--- src/rtl/spi_pixel_writer_if.sv ---
// Pixel write port from the SPI receiver into frame RAM.
// The master drives a one-cycle strobe with its address and data.
interface spi_pixel_writer_if #(
  parameter int BITS_PER_PIXEL = 16
);
  logic                      wr_en;
  logic [10:0]               wr_addr;
  logic [BITS_PER_PIXEL-1:0] wr_data;

  modport master (
    output wr_en,
    output wr_addr,
    output wr_data
  );

  modport slave (
    input wr_en,
    input wr_addr,
    input wr_data
  );
endinterface

--- src/rtl/spi_pixel_writer.sv ---
// SPI mode-0 slave that assembles pixels and writes them into a
// double-buffered frame RAM, flipping buffers on each complete frame.
module spi_pixel_writer #(
  parameter int BITS_PER_PIXEL   = 16,
  parameter int PIXELS_PER_FRAME = 1024
) (
  input  logic               clk,
  input  logic               n_reset,
  input  logic               spi_clk,
  input  logic               spi_mosi,
  input  logic               spi_ss,
  spi_pixel_writer_if.master wr,
  output logic               display_buf,
  output logic               frame_done,
  output logic               overflow
);

  localparam int W   = BITS_PER_PIXEL;
  localparam int BCW = $clog2(W + 1);

  localparam logic [BCW-1:0] BITS_L = BCW'(W);
  localparam logic [10:0]    PPF_L  = 11'(PIXELS_PER_FRAME);

  typedef enum logic [1:0] {
    IDLE,
    RECEIVE,
    COMMIT
  } state_t;

  state_t         state;
  logic [2:0]     sclk_q;
  logic [2:0]     ss_q;
  logic [1:0]     mosi_q;
  logic [BCW-1:0] bit_cnt;
  logic [10:0]    pix_idx;
  logic [W-1:0]   shreg;

  logic clk_rise;
  logic ss_fall;
  logic ss_rise;

  assign clk_rise = sclk_q[1] & ~sclk_q[2];
  assign ss_fall  = ~ss_q[1] & ss_q[2];
  assign ss_rise  = ss_q[1] & ~ss_q[2];

  // Resynchronise host signals; bit 2 is the edge-detect history.
  always_ff @(posedge clk) begin
    if (!n_reset) begin
      sclk_q <= 3'b000;
      ss_q   <= 3'b111;
      mosi_q <= 2'b00;
    end else begin
      sclk_q <= {sclk_q[1:0], spi_clk};
      ss_q   <= {ss_q[1:0], spi_ss};
      mosi_q <= {mosi_q[0], spi_mosi};
    end
  end

  // Frame FSM: shift bits, emit pixel writes, commit on ss release.
  always_ff @(posedge clk) begin
    if (!n_reset) begin
      state       <= IDLE;
      wr.wr_en    <= 1'b0;
      wr.wr_addr  <= '0;
      wr.wr_data  <= '0;
      display_buf <= 1'b0;
      frame_done  <= 1'b0;
      overflow    <= 1'b0;
      bit_cnt     <= '0;
      pix_idx     <= '0;
      shreg       <= '0;
    end else begin
      wr.wr_en   <= 1'b0;
      frame_done <= 1'b0;
      unique case (state)
        IDLE: begin
          if (ss_fall) begin
            state    <= RECEIVE;
            bit_cnt  <= '0;
            pix_idx  <= '0;
            shreg    <= '0;
            overflow <= 1'b0;
          end
        end
        RECEIVE: begin
          if (bit_cnt == BITS_L) begin
            bit_cnt <= '0;
            if (pix_idx == PPF_L) begin
              overflow <= 1'b1;
            end else begin
              wr.wr_en   <= 1'b1;
              wr.wr_addr <= {~display_buf, pix_idx[9:0]};
              wr.wr_data <= shreg;
              pix_idx    <= pix_idx + 11'd1;
            end
          end else if (clk_rise) begin
            shreg   <= {shreg[W-2:0], mosi_q[1]};
            bit_cnt <= bit_cnt + BCW'(1);
          end
          // A partial word left in shreg is simply dropped.
          if (ss_rise) begin
            state <= COMMIT;
          end
        end
        COMMIT: begin
          if (pix_idx == PPF_L) begin
            display_buf <= ~display_buf;
            frame_done  <= 1'b1;
          end
          state <= IDLE;
        end
        default: state <= IDLE;
      endcase
    end
  end

endmodule

--- src/flat_wrapper.sv ---
// flat-port wrapper written by rule: the top's interface ports become plain ports
module spi_pixel_writer_flat 
#(
  parameter int BITS_PER_PIXEL   = 16,
  parameter int PIXELS_PER_FRAME = 1024
)
  (clk, n_reset, spi_clk, spi_mosi, spi_ss, display_buf, frame_done, overflow, wr_wr_en, wr_wr_addr, wr_wr_data);
  spi_pixel_writer_if #(.BITS_PER_PIXEL(BITS_PER_PIXEL)) wr_i ();
  input  logic clk;
  input  logic n_reset;
  input  logic spi_clk;
  input  logic spi_mosi;
  input  logic spi_ss;
  output logic display_buf;
  output logic frame_done;
  output logic overflow;
  output wire logic [$bits(wr_i.wr_en)-1:0] wr_wr_en;
  output wire logic [$bits(wr_i.wr_addr)-1:0] wr_wr_addr;
  output wire logic [$bits(wr_i.wr_data)-1:0] wr_wr_data;
  assign wr_wr_en = wr_i.wr_en;
  assign wr_wr_addr = wr_i.wr_addr;
  assign wr_wr_data = wr_i.wr_data;
  spi_pixel_writer #(.BITS_PER_PIXEL(BITS_PER_PIXEL), .PIXELS_PER_FRAME(PIXELS_PER_FRAME)) u_core (.clk(clk), .n_reset(n_reset), .spi_clk(spi_clk), .spi_mosi(spi_mosi), .spi_ss(spi_ss), .wr(wr_i), .display_buf(display_buf), .frame_done(frame_done), .overflow(overflow));
endmodule
--- config.mk ---
export PLATFORM = sky130hd
export DESIGN_NAME = spi_pixel_writer_flat
export DESIGN_NICKNAME = d
export VERILOG_FILES = /design/src/rtl/spi_pixel_writer_if.sv /design/src/rtl/spi_pixel_writer.sv /design/src/flat_wrapper.sv
export SDC_FILE = /design/constraint.sdc
export NUM_CORES = 1
export LEC_CHECK = 0
export ABC_AREA = 1
export CORE_ASPECT_RATIO = 0.6
export CORE_MARGIN = 3
export CORE_UTILIZATION = 30
export DETAILED_ROUTE_END_ITERATION = 10
export GPL_ROUTABILITY_DRIVEN = 0
export PLACE_DENSITY = 0.57
export SLEW_MARGIN = 15
export SYNTH_ARGS = -nofsm -noshare
export SYNTH_HDL_FRONTEND = slang
export SYNTH_SLANG_ARGS = --single-unit
--- constraint.sdc ---
create_clock -name clk -period 1.96 [get_ports clk]
set_input_delay 0.392 -clock clk [delete_from_list [all_inputs] [get_ports clk]]
set_output_delay 0.392 -clock clk [all_outputs]
set_load 0.01 [all_outputs]
After elaboration in Yosys (flattened, before gate mapping)
Cells that the tools add are included.

word-level totals
  register bits after elaboration = 73
  input port bits = 5

operators by class
  add/subtract/negate cells = 2
  equality and inequality tests = 12
  multiplexer cells = 21
  bitwise logic cells = 8
  reductions and logical operators = 11

operators with widths
  operator                 count
  $mux W16                 3
  $mux W11                 3
  $pmux W16 S2             1
  $pmux W11 S2             1
  $mux W5                  3
  $reduce_and A4 Y1        3
  $add A11 B1 Y11 const B  1
  $eq A11 B11 Y1 const B   1
  $ne A2 B1 Y1 const B     5
  $pmux W5 S2              1
  $reduce_and A3 Y1        3
  $reduce_and A2 Y1        3
  $add A5 B1 Y5 const B    1
  $eq A5 B5 Y1 const B     1
  $mux W1                  5
  $not A1 Y1               5
  $mux W2                  2
  $ne A2 B2 Y1 const B     2
  $pmux W2 S2              1
  $and A1 B1 Y1            3
  $ne A3 B1 Y1 const B     1
  $eq A2 B1 Y1 const B     1
  $eq A2 B2 Y1 const B     1
  $logic_not A2 Y1         1
  2 further kinds          2

Longest topological paths before layout
  word-level depth = 5
  depth in mapped cells = 13
  depth with buffers taken out = 13

Worst setup path after synthesis
No wires, ideal clock.

  path kind = flip-flop to flip-flop
  start = register u_core.bit_cnt[0]
  end = register u_core.pix_idx[6]
  library setup time = 0.109 ns
  arrival = 1.305 ns
  data required time = 1.851 ns
  slack = 0.547 ns
  cell stages (with the launch flop) = 14
  buffers on the path = 1
  clock period less this slack = 1.413 ns
  cell sequence = dfxtp_1 > inv_1 > ha_1 > nand2_1 > inv_1 > nand2_1 > nand2_1 > nand2_2 > inv_2 > buf_6 > nand3b_1 > nand2_1 > nand2_1 > inv_1

on the way
  cells in the longest elaborated chain, start to end = 3

RTL lines
  item                         line                    source
  start, declared              spi_pixel_writer.sv:34  logic [BCW-1:0] bit_cnt;
  start signal, assigned       spi_pixel_writer.sv:98  bit_cnt <= bit_cnt + BCW'(1);
  $eq A5 B5 Y1                 spi_pixel_writer.sv:86  if (bit_cnt == BITS_L) begin
  $ne A2 B1 Y1 (no line)       --
  $reduce_and A4 Y1 (no line)  --
  end signal, assigned         spi_pixel_writer.sv:94  pix_idx <= pix_idx + 11'd1;
  end, declared                spi_pixel_writer.sv:35  logic [10:0] pix_idx;

Every way passes these cells.
A chain may end at the register's enable or synchronous reset.

Worst setup path after layout
  start = register u_core.pix_idx[0]
  end = register u_core.pix_idx[1]

on the way
  cells in the longest elaborated chain, start to end = 4
  elaborated cells on any way between the ends = 7
  classes of those cells = add/sub: 1; eq/ne: 2; mux: 3; reduce/logical: 1

RTL lines
  item             line                    source
  $add A11 B1 Y11  spi_pixel_writer.sv:94
  $mux W11         spi_pixel_writer.sv:88  if (pix_idx == PPF_L) begin
  $mux W11         spi_pixel_writer.sv:86
  $pmux W11 S2     spi_pixel_writer.sv:75  unique case (state)

Several ways; a longest one is shown, not always the timed one. The select of a mux whose other input is x is not followed.

==> out/qor.txt <==
Outcome: completed
Die area: 11500 sq um
Dominant synthesized flop cell: dfxtp_1
Largest net degree at the start of global routing: 69
1st-iter DRT viols: 115
GR Overflow Total: 0
Chip Height: 84.3 microns
Final hold violation count: 0
WS Path Type: reg -> reg
CTS Sinks: 73
Share of layout cells above drive strength 1: 0.0964
Nets: 451
Ys Warns: 0
Reg2reg start: u_core.pix_idx[0]$_SDFFE_PN0P_
CP Launch Point: u_core.pix_idx[0]$_SDFFE_PN0P_
Worst Path Arrival: 1940 ps
First-pass GRT wire length: 11000 microns
Die W: 136 microns
Final HPWL DP: 4570 microns
Post-DR wirelength/cell: 11.1 microns
Synth top area cells: dfxtp_1 (48%), nor2_1 (9.9%), nand3_1 (8.3%)
Synth area leader: dfxtp_1
# DRC: 0
Max-slew headroom: 0.610
Final ANT Viol Nets: 0
Final period utilization: 0.862
Post-layout minimum cycle time: 1690 ps
Fmax achieved: 0.592 GHz
Syn_nets: 419
Worst skew pair latency: 340 ps
Syn Inst Count: 410
Row Count: 27
Top-area cell type share of the netlist area: 0.477
Startpoint types: flop
Count of flip-flops with a built-in enable after synthesis: 0
Final TNS setup: 0 ps
VDD IR max: 427 uV
Most frequent cells after synthesis: nor2_1 (81), dfxtp_1 (73), nand2_1 (63)
WHS: 413 ps
Sequential share of the synthesized area: 0.477
Synth async-reset ratio: 0
ANT cells: 0
Total clock buffers created by CTS: 9
Core ar.: 9560 sq um
Area overhead of the layout relative to synthesis: 23.7%
CP Capture Type: flop
PortBufs: 35
Clk_skew: 8.20 ps
Clock slew at reported path FFs: 50 ps
Drt pass-1 iters: 5
Fillers: 976
Hold/Removal Path Class: reg -> reg
Pins Over Slew Limit: 0
Io pins: 36
Initial antenna violation count: 0
TritonCTS clock tree: yes
Worst Tran Pin Value: 585 ps
Max-Cap Viols: 0
Max Root-Sink Buffers: 2
# H-tree levels: 3
Pwr dens: 884 nW/um^2
CP Max Fanout: 14
Via count: 2555
Worst EP required: 2210 ps
Top-count cell post-synth: nor2_1
Leak: 1.46 nW
Vias in the first global route: 2328
Initial Util: 0.320
RSZ-0062 raised after global routing: false
Yosys cell types: 31
Average size of a mapped cell: 7.47 sq um
Netlist Area Pre-Place: 3060 sq um
Root Driver: clkbuf_16
Post CTS Setup Buffer Count: 0
Setup violators final: 0
DRT Wirelength: 6380 microns
Min-delay src: u_core.ss_q[0]$_SDFF_PN1_
Yosys reg bits: 73
DR vias/cell: 4.44
Gr usage total: 0.121
-- final timing paths --
check,depth (start not counted),end,slack (ps)
setup / recovery,10,u_core.pix_idx[1]$_SDFFE_PN0P_,270
hold / removal,1,u_core.ss_q[1]$_SDFF_PN1_,410
setup reg to reg,10,u_core.pix_idx[1]$_SDFFE_PN0P_,270
hold reg to reg,1,u_core.ss_q[1]$_SDFF_PN1_,410
-- critical path, stage by stage (launching register included) --
cell     delay, ps
dfxtp_1        380
inv_1           80
ha_1           220
nand2_1        120
nor3_4          50
nand2_2        120
nand2_2         90
buf_4          200
nor2_2         190
nand2_1         80
o21ai_0         80
-- flip-flops by register name, summed over array words and instances (netlist names) --
register / count
u_core.shreg: 16
u_core.wr.wr_data: 16
u_core.pix_idx: 11
u_core.wr.wr_addr: 11
u_core.bit_cnt: 5
u_core.sclk_q: 3
u_core.ss_q: 3
u_core.mosi_q: 2
u_core.state: 2
u_core.display_buf: 1
u_core.frame_done: 1
u_core.overflow: 1
u_core.wr.wr_en: 1
-- report_power, final --
| part | internal [mW] | total [mW] | leakage [nW] | switching [mW] |
|---|---|---|---|---|
| Clock | 1.14 | 1.71 | 0.153 | 0.574 |
| Combinational | 0.0402 | 0.133 | 0.722 | 0.0926 |
| Sequential | 1.50 | 1.50 | 0.590 | 0.00510 |
-- layout make-up --
class / count / area, sq um / share of cell area
sequential: 73 / 1460 / 0.386
multi-input combinational: 281 / 1320 / 0.349
timing repair buffer: 41 / 390 / 0.103
clock buffer: 12 / 246 / 0.0651
tap: 130 / 163 / 0.0430
inverter: 36 / 138 / 0.0364
clock inverter: 3 / 65.1 / 0.0172
-- through the flow --
stage	worst slack [ps]	instances	total power [mW]	cell area [sq um]	util
after floorplan	547	410	1.64	3060	-
after global placement	317	561	1.66	3470	0.363
after detailed placement	243	561	1.67	3470	0.363
after CTS	218	576	3.40	3780	0.396
after global routing	80.4	576	3.47	3790	0.396
final	270	576	3.35	3790	0.396
-- kinds of logic (layout without fill, tap and decap cells) --
logic type / Yosys count / after routing / synth area share
compound gates: 63 / 63 / 0.109
fa+ha+maj: 4 / 4 / 0.0163
buf+inv: 56 / 92 / 0.0907
flops: 73 / 73 / 0.477
simple gates: 214 / 214 / 0.306
-- repair_timing --
| action | in CTS | in global routing |
|---|---|---|
| hold buffers | 0 | 0 |
| endpoints found under the setup margin | 0 | 1 |
| gates resized for setup | 0 | 2 |
-- routing by layer --
layer	GRT usage	vias up	share of wire
met1	0.170	1100	0.53
met2	0.166	63	0.39
li1	-	1386	-
met5	0	-	0
met3	0.0449	6	0.068
met4	0.0494	0	0.011
-- placed cells by master (no fill, tap or decap), drive strengths merged --
master	instances
nor2	87
dfxtp	73
nand2	68
nand3	51
o21ai	50
inv	35
clkdlybuf4s50	34
clkbuf	12
a21oi	9
buf	7
ha	4
or2	2
nand3b	2
bufinv	2
clkinv	2
nand4	2
nor3	1
a31oi	1
a22oi	1
nor4	1
a21boi	1
o21a	1
(Power assumes the default switching activity.)
